--- src/rtl/regfile_sb.sv ---
// regfile_sb: RISC-V integer register file with a write-pending scoreboard.
// Two combinational read ports with write-first forwarding, one synchronous
// write port, x0 hard-wired to zero, and a registered tap on register a0.
//
// Scoreboard handshake: issue_valid is a one-cycle strobe with no ready.
// When it is high at a rising edge, the register named by issue_rd becomes
// pending. A write on port 3 (WE3=1) retires the pending producer of AD3 at
// the same edge. If an issue and a writeback hit the same index at one edge,
// the issue wins and the bit stays set. Index 0 is never pending.
module regfile_sb #(
  parameter int DATA_WIDTH = 32,
  parameter int ADDR_WIDTH = 5,
  parameter int A0_INDEX   = 10
) (
  input  logic                  clk,
  input  logic                  rst,
  input  logic [ADDR_WIDTH-1:0] AD1,
  input  logic [ADDR_WIDTH-1:0] AD2,
  output logic [DATA_WIDTH-1:0] RD1,
  output logic [DATA_WIDTH-1:0] RD2,
  input  logic [ADDR_WIDTH-1:0] AD3,
  input  logic                  WE3,
  input  logic [DATA_WIDTH-1:0] WD3,
  input  logic                  issue_valid,
  input  logic [ADDR_WIDTH-1:0] issue_rd,
  output logic                  busy1,
  output logic                  busy2,
  output logic                  pending_any,
  output logic [DATA_WIDTH-1:0] a0
);

  localparam int DEPTH = 1 << ADDR_WIDTH;
  localparam logic [ADDR_WIDTH-1:0] A0_ADDR = ADDR_WIDTH'(A0_INDEX);

  logic [DATA_WIDTH-1:0] regs_q [DEPTH];
  logic [DEPTH-1:0]      pending_q;
  logic [DEPTH-1:0]      pending_d;
  logic                  pending_any_q;
  logic                  wr_en;
  logic                  fwd1;
  logic                  fwd2;

  // A write to x0 is dropped here, so entry 0 keeps its reset value of zero.
  assign wr_en = WE3 && (AD3 != '0);

  // Write-first match: a register being written this cycle is forwarded.
  assign fwd1 = WE3 && (AD3 == AD1);
  assign fwd2 = WE3 && (AD3 == AD2);

  // Register storage: cleared on reset, written on the edge when enabled.
  always_ff @(posedge clk or posedge rst) begin
    if (rst) begin
      for (int i = 0; i < DEPTH; i++) begin
        regs_q[i] <= '0;
      end
    end else if (wr_en) begin
      regs_q[AD3] <= WD3;
    end
  end

  // Combinational read ports: x0 is zero, then forwarding, then storage.
  always_comb begin
    RD1 = '0;
    RD2 = '0;
    if (AD1 != '0) begin
      RD1 = fwd1 ? WD3 : regs_q[AD1];
    end
    if (AD2 != '0) begin
      RD2 = fwd2 ? WD3 : regs_q[AD2];
    end
  end

  // Scoreboard next state: issue sets, writeback clears, issue wins a tie.
  always_comb begin
    pending_d = pending_q;
    for (int i = 1; i < DEPTH; i++) begin
      if (issue_valid && (issue_rd == ADDR_WIDTH'(i))) begin
        pending_d[i] = 1'b1;
      end else if (WE3 && (AD3 == ADDR_WIDTH'(i))) begin
        pending_d[i] = 1'b0;
      end
    end
    pending_d[0] = 1'b0;
  end

  // Scoreboard state and its summary bit. The summary is taken from the next
  // state so it is valid in the same cycle as the vector it describes.
  always_ff @(posedge clk or posedge rst) begin
    if (rst) begin
      pending_q     <= '0;
      pending_any_q <= 1'b0;
    end else begin
      pending_q     <= pending_d;
      pending_any_q <= |pending_d;
    end
  end

  // Hazard flags: a register retiring this cycle is not busy, because its
  // value is already forwarded on the read port.
  assign busy1 = pending_q[AD1] && !fwd1 && (AD1 != '0);
  assign busy2 = pending_q[AD2] && !fwd2 && (AD2 != '0);

  assign pending_any = pending_any_q;

  // The debug tap shows stored contents only and is deliberately not forwarded.
  assign a0 = regs_q[A0_ADDR];

endmodule
--- config.mk ---
export PLATFORM = sky130hd
export DESIGN_NAME = regfile_sb
export DESIGN_NICKNAME = d
export VERILOG_FILES = /design/src/rtl/regfile_sb.sv
export SDC_FILE = /design/constraint.sdc
export NUM_CORES = 2
export LEC_CHECK = 0
export BUFFER_PORTS_ARGS = -buffer_cell sky130_fd_sc_hd__buf_2
export CAP_MARGIN = 40
export CORE_UTILIZATION = 40
export CTS_BUF_LIST = sky130_fd_sc_hd__clkbuf_8
export CTS_CLUSTER_SIZE = 14
export DETAILED_ROUTE_END_ITERATION = 6
export HOLD_SLACK_MARGIN = 0.05
export PLACE_DENSITY = 0.6
export SYNTH_ARGS = -nofsm -noshare
export SYNTH_HDL_FRONTEND = slang
export SYNTH_SLANG_ARGS = --single-unit
--- constraint.sdc ---
create_clock -name clk -period 52 [get_ports clk]
set_input_delay 10.4 -clock clk [delete_from_list [all_inputs] [get_ports clk]]
set_output_delay 10.4 -clock clk [all_outputs]
set_load 0.03 [all_outputs]
After elaboration in Yosys (flattened, before gate mapping)

Index checks and enable logic that the tools add are counted.
Widths: inputs -> output; s select.

Flip-flop bits (word level): 1,056
Word-level logic and storage cells: 262
Input bits: 56
Output and inout port bits: 99

Eq/ne operators: 64
Bitwise operators: 3
Reductions and logical operators: 76
$lt $le $gt $ge: 6
Mux-type cells: 79

Operators with widths:

| kind               | count |
|---|---|
| $bwmux 1024        | 1 |
| $bmux 32 s5        | 2 |
| $mux 32            | 9 |
| $demux 32 s5       | 1 |
| $eq 5x5->1 const B | 32 |
| $eq 5x4->1 const B | 16 |
| $logic_and 1x1->1  | 70 |
| $mux 1             | 64 |
| $eq 5x3->1 const B | 8 |
| $reduce_or 31->1   | 1 |
| $eq 5x2->1 const B | 4 |
| $ge 6x6->1 const B | 3 |
| $not 5->6          | 3 |
| $reduce_bool 5->1  | 3 |
| $lt 5x6->1 const B | 2 |
| $bmux 1 s5         | 2 |
| $eq 5x1->1 const B | 2 |
| $eq 5x5->1         | 2 |
| $lt 6x1->1 const B | 1 |
| $logic_not 1->1    | 2 |

Logic depth before layout (Yosys ltp)

Depth in word-level cells: 6
Depth in mapped cells: 10
Depth with buffers taken out: 5

Least setup slack after synthesis

OpenSTA, ideal clock, no wires.

Path type: input to output
Start point: input AD1[1]
End point: output RD1[23]
Path slack: 29.263 ns
Arrival time: 12.337 ns
Stages: 9
Required time: 41.600 ns
Cells stage by stage: buf_2 buf_6 buf_2 buf_2 mux4_2 nand2_1 nand3_1 o21ai_0 o311ai_1

Word-level cells in the longest chain between the ends: 6
Elaborated cells on any way between the ends: 9
Classes of those cells: eq/ne: 1; mux: 5; bitwise: 1; reduce/logical: 2

Ends and longest elaborated chain:

| what                                       | line | text |
|---|---|---|
| start, declared                            | 17   | `input logic [ADDR_WIDTH-1:0] AD1,` |
| $not 5->6 (implied by the code)            | 66   | `RD1 = fwd1 ? WD3 : regs_q[AD1];` |
| $bmux 32 s5                                | 66   |  |
| $mux 32 (implied by the code) (2 in a row) | 66   |  |
| $mux 32                                    | 66   |  |
| $mux 32 *                                  | 65   | `if (AD1 != '0) begin` |
| end, declared                              | 19   | `output logic [DATA_WIDTH-1:0] RD1,` |

Mark *: on every way between the ends. The rest lies on a longest branch, timed or not. The select of a mux whose other input is x is not followed.

Worst setup path after layout

Start point: input AD1[4]
End point: output RD1[4]

Same word-level chain as after synthesis.

==> reports/metrics.yaml <==
cts_buffers: 187
cp-start-kind: "input port"
synth_top_area_share_pct: 45.72
cts.path.max_buffers: 3
pwr-share-clk_pct: 32.0
fmax_ghz: 0.04057
finalCritPeriodShare_pct: 47.40
pwr-share-comb_pct: 22.3
violations: "DRC"
via_per_inst: 6.412
clock_tree.root_cell: "clkbuf_8"
hold_viol: 0
synthArstFlopShare_pct: 100.0
ir_worst_vdd_mv: 0.01898
switchingPower_w: 0.0007225
grt_max_degree: 153
worstPathArrival_ps: 14250
drt_iter0_drc: 4123
fin_nets: 4081
cts_setup_buffers: 0
internal_power_w: 0.001680
ys_seq_elements: 1056
final_cell_mix: "1056 x dfrtp_1, 702 x mux2_2, 464 x mux4_2, 303 x mux2_1, 242 x clkbuf_8"
port_buffers: 154
num_rows: 139
grt_overflow: 0
drt_wl_total_um: 199300
htreeDepth: 4
crit_type: "in2out"
multiInputGateArea_um2: 29070
worst_slew_pin_slew_ps: 1083
synth-edff-count: 0
layout_min_cycle_time_ps: 24650
cp_max_fo: 33
power.density_nw_per_um2: 37.48
ctsResizeCount: 0
setup_tns_ps: 0
slew-limit-headroom_pct: 27.79
track_usage_pct: 27.40
ys.flop_type: "dfrtp_1"
critPathRequiredTime_ps: 41600
wire_per_inst_um: 32.88
drive_above_1_share_pct: 43.02
nFillCells: 12870
place_inst: 5739
cts_hold_buf: 0
holdCritPathClass: "reg2reg"
status: "finished with violations"
core_um2: 143500
pwr-share-seq_pct: 45.7
place_hpwl_um: 120900
final_cells: 6062
syn-instance-count: 4025
seq_area_frac_synth_pct: 45.72
die_h_um: 382.1
synth_warnings: 0
syn-cell-area_um2: 57800
worst_clock_skew_ps: 20.77
rsz0062_at_grt: "no"
p_leak_nw: 28.13
clock_latency_ps: 890
final_common_cell: "dfrtp_1"
synth_top_cell_by_area: "dfrtp_1"
area_growth_syn_to_layout_pct: 10.94
die_w_um: 382.1
vias: 38870
ys_top_cells_by_area: "dfrtp_1 46%, mux4_2 18%, mux2_2 14%"
grt_pass1_wl_um: 291100
antenna_found_initial: 13
place.gp.congestion: 0.8285
cts_tree: "built"
cts.clk_slew.worst_paths_ps: 60
initial_core_util_pct: 40.28
end_kind: "output port"
die_area_um2: 146000
dr.pass1.iters: 7
grt_pass1_vias: 39440
drt.antenna.violating_nets: 0
setup_viol: 0
slew_viol_final: 0
cts_sinks: 1056
yosysUniqueCellTypes: 74
syn_nets: 4081
p_sw_share_pct: 30.07
syn_avg_cell_area_um2: 14.36
layout.area.seq_um2: 26430
drc: 4
io_pins: 155
maxCapViolations: 0
-- synthesized netlist by cell type (34+ instances only) --
cell type  number
clkbuf_1      185
buf_1          61
a221oi_1       40
mux2_2        702
mux2i_1       184
nand3_1        39
mux4_2        464
buf_4          57
buf_6          34
dfrtp_1      1056
o21ai_0        53
o22ai_1        47
nor2_1         65
a22oi_1        51
buf_2         133
nor2b_1        36
nand2_1       167
mux2_1        303
-- per-stage QoR --
step	area [um^2]	utilization, %	setup WS [ps]	total power (W)	hold slack (ps)
2_1_floorplan	57800	-	11880	0.001490	438.3
3_3_place_gp	59480	41.45	27230	0.001621	376.9
3_5_place_dp	60450	42.13	27450	0.001641	384.5
4_1_cts	64120	44.69	27450	0.002413	396.5
5_1_grt	64120	44.69	27230	0.002509	405.0
6_report	64120	44.69	27350	0.002403	393.4
-- power by group through the flow --
stage	combinational [W]	sequential [W]	clock (W)
2_1_floorplan	0.000421	0.00107	0
3_3_place_gp	0.000521	0.00110	0
3_5_place_dp	0.000535	0.00111	0
4_1_cts	0.000537	0.00109	0.000784
5_1_grt	0.000572	0.00112	0.000820
6_report	0.000536	0.00110	0.000769
-- metal layers --
metal	track usage [%]	vias to the layer above	wire [um]	part of all wire, %
li1	-	15540	-	-
met1	38.70	21180	85030	43
met2	41.58	1730	91160	46
met3	5.364	405	15000	7.5
met4	10.65	16	8009	4.0
met5	0	-	106	0.053
-- final timing paths --
kind	startpoint	to	slack [ps]	depth (start not counted)
setup reg to reg	pending_q[23]	pending_any	50520	4
setup / recovery	AD1[4]	RD1[4]	27350	9
hold reg to reg	regs_q[1018]	regs_q[1018]	390	0
min in group asynchronous	rst	pending_q[23]	9410	2
max in group asynchronous	rst	regs_q[733]	39440	9
hold / removal	regs_q[1018]	regs_q[1018]	390	0
-- critical path: stages --
cell and delay, ps:
buf_4 420, buf_4 700, xnor2_1 210, nand4_2 240, o21ai_4 850, buf_4 580
nor4_1 140, a211o_1 420, buf_2 220
-- cell type report --
type,count,share of cell area [%]
Multi-Input combinational cell,2484,45.33
Timing Repair Buffer,288,3.965
Clock buffer,242,5.194
Sequential cell,1056,41.21
Inverter,8,0.05854
Clock inverter,78,0.5171
Antenna cell,3,0.01171
Tap cell,1903,3.713
-- flip-flops by register name, indices dropped and copies added (netlist names) --
register,count
regs_q,992
pending_any,1
a0,32
pending_q,31
-- kinds of logic after synthesis --
| family | Yosys count | share of synthesized area [%] |
|---|---|---|
| AO/OA/AOI/OAI | 400 | 5.258 |
| multiplexers | 1653 | 40.85 |
| AND/OR/NAND/NOR | 421 | 3.641 |
| XOR/XNOR | 10 | 0.1515 |
| flip-flops | 1056 | 45.72 |
| buffers and inverters | 485 | 4.382 |
No activity file was read; power rests on OpenSTA's default activity.
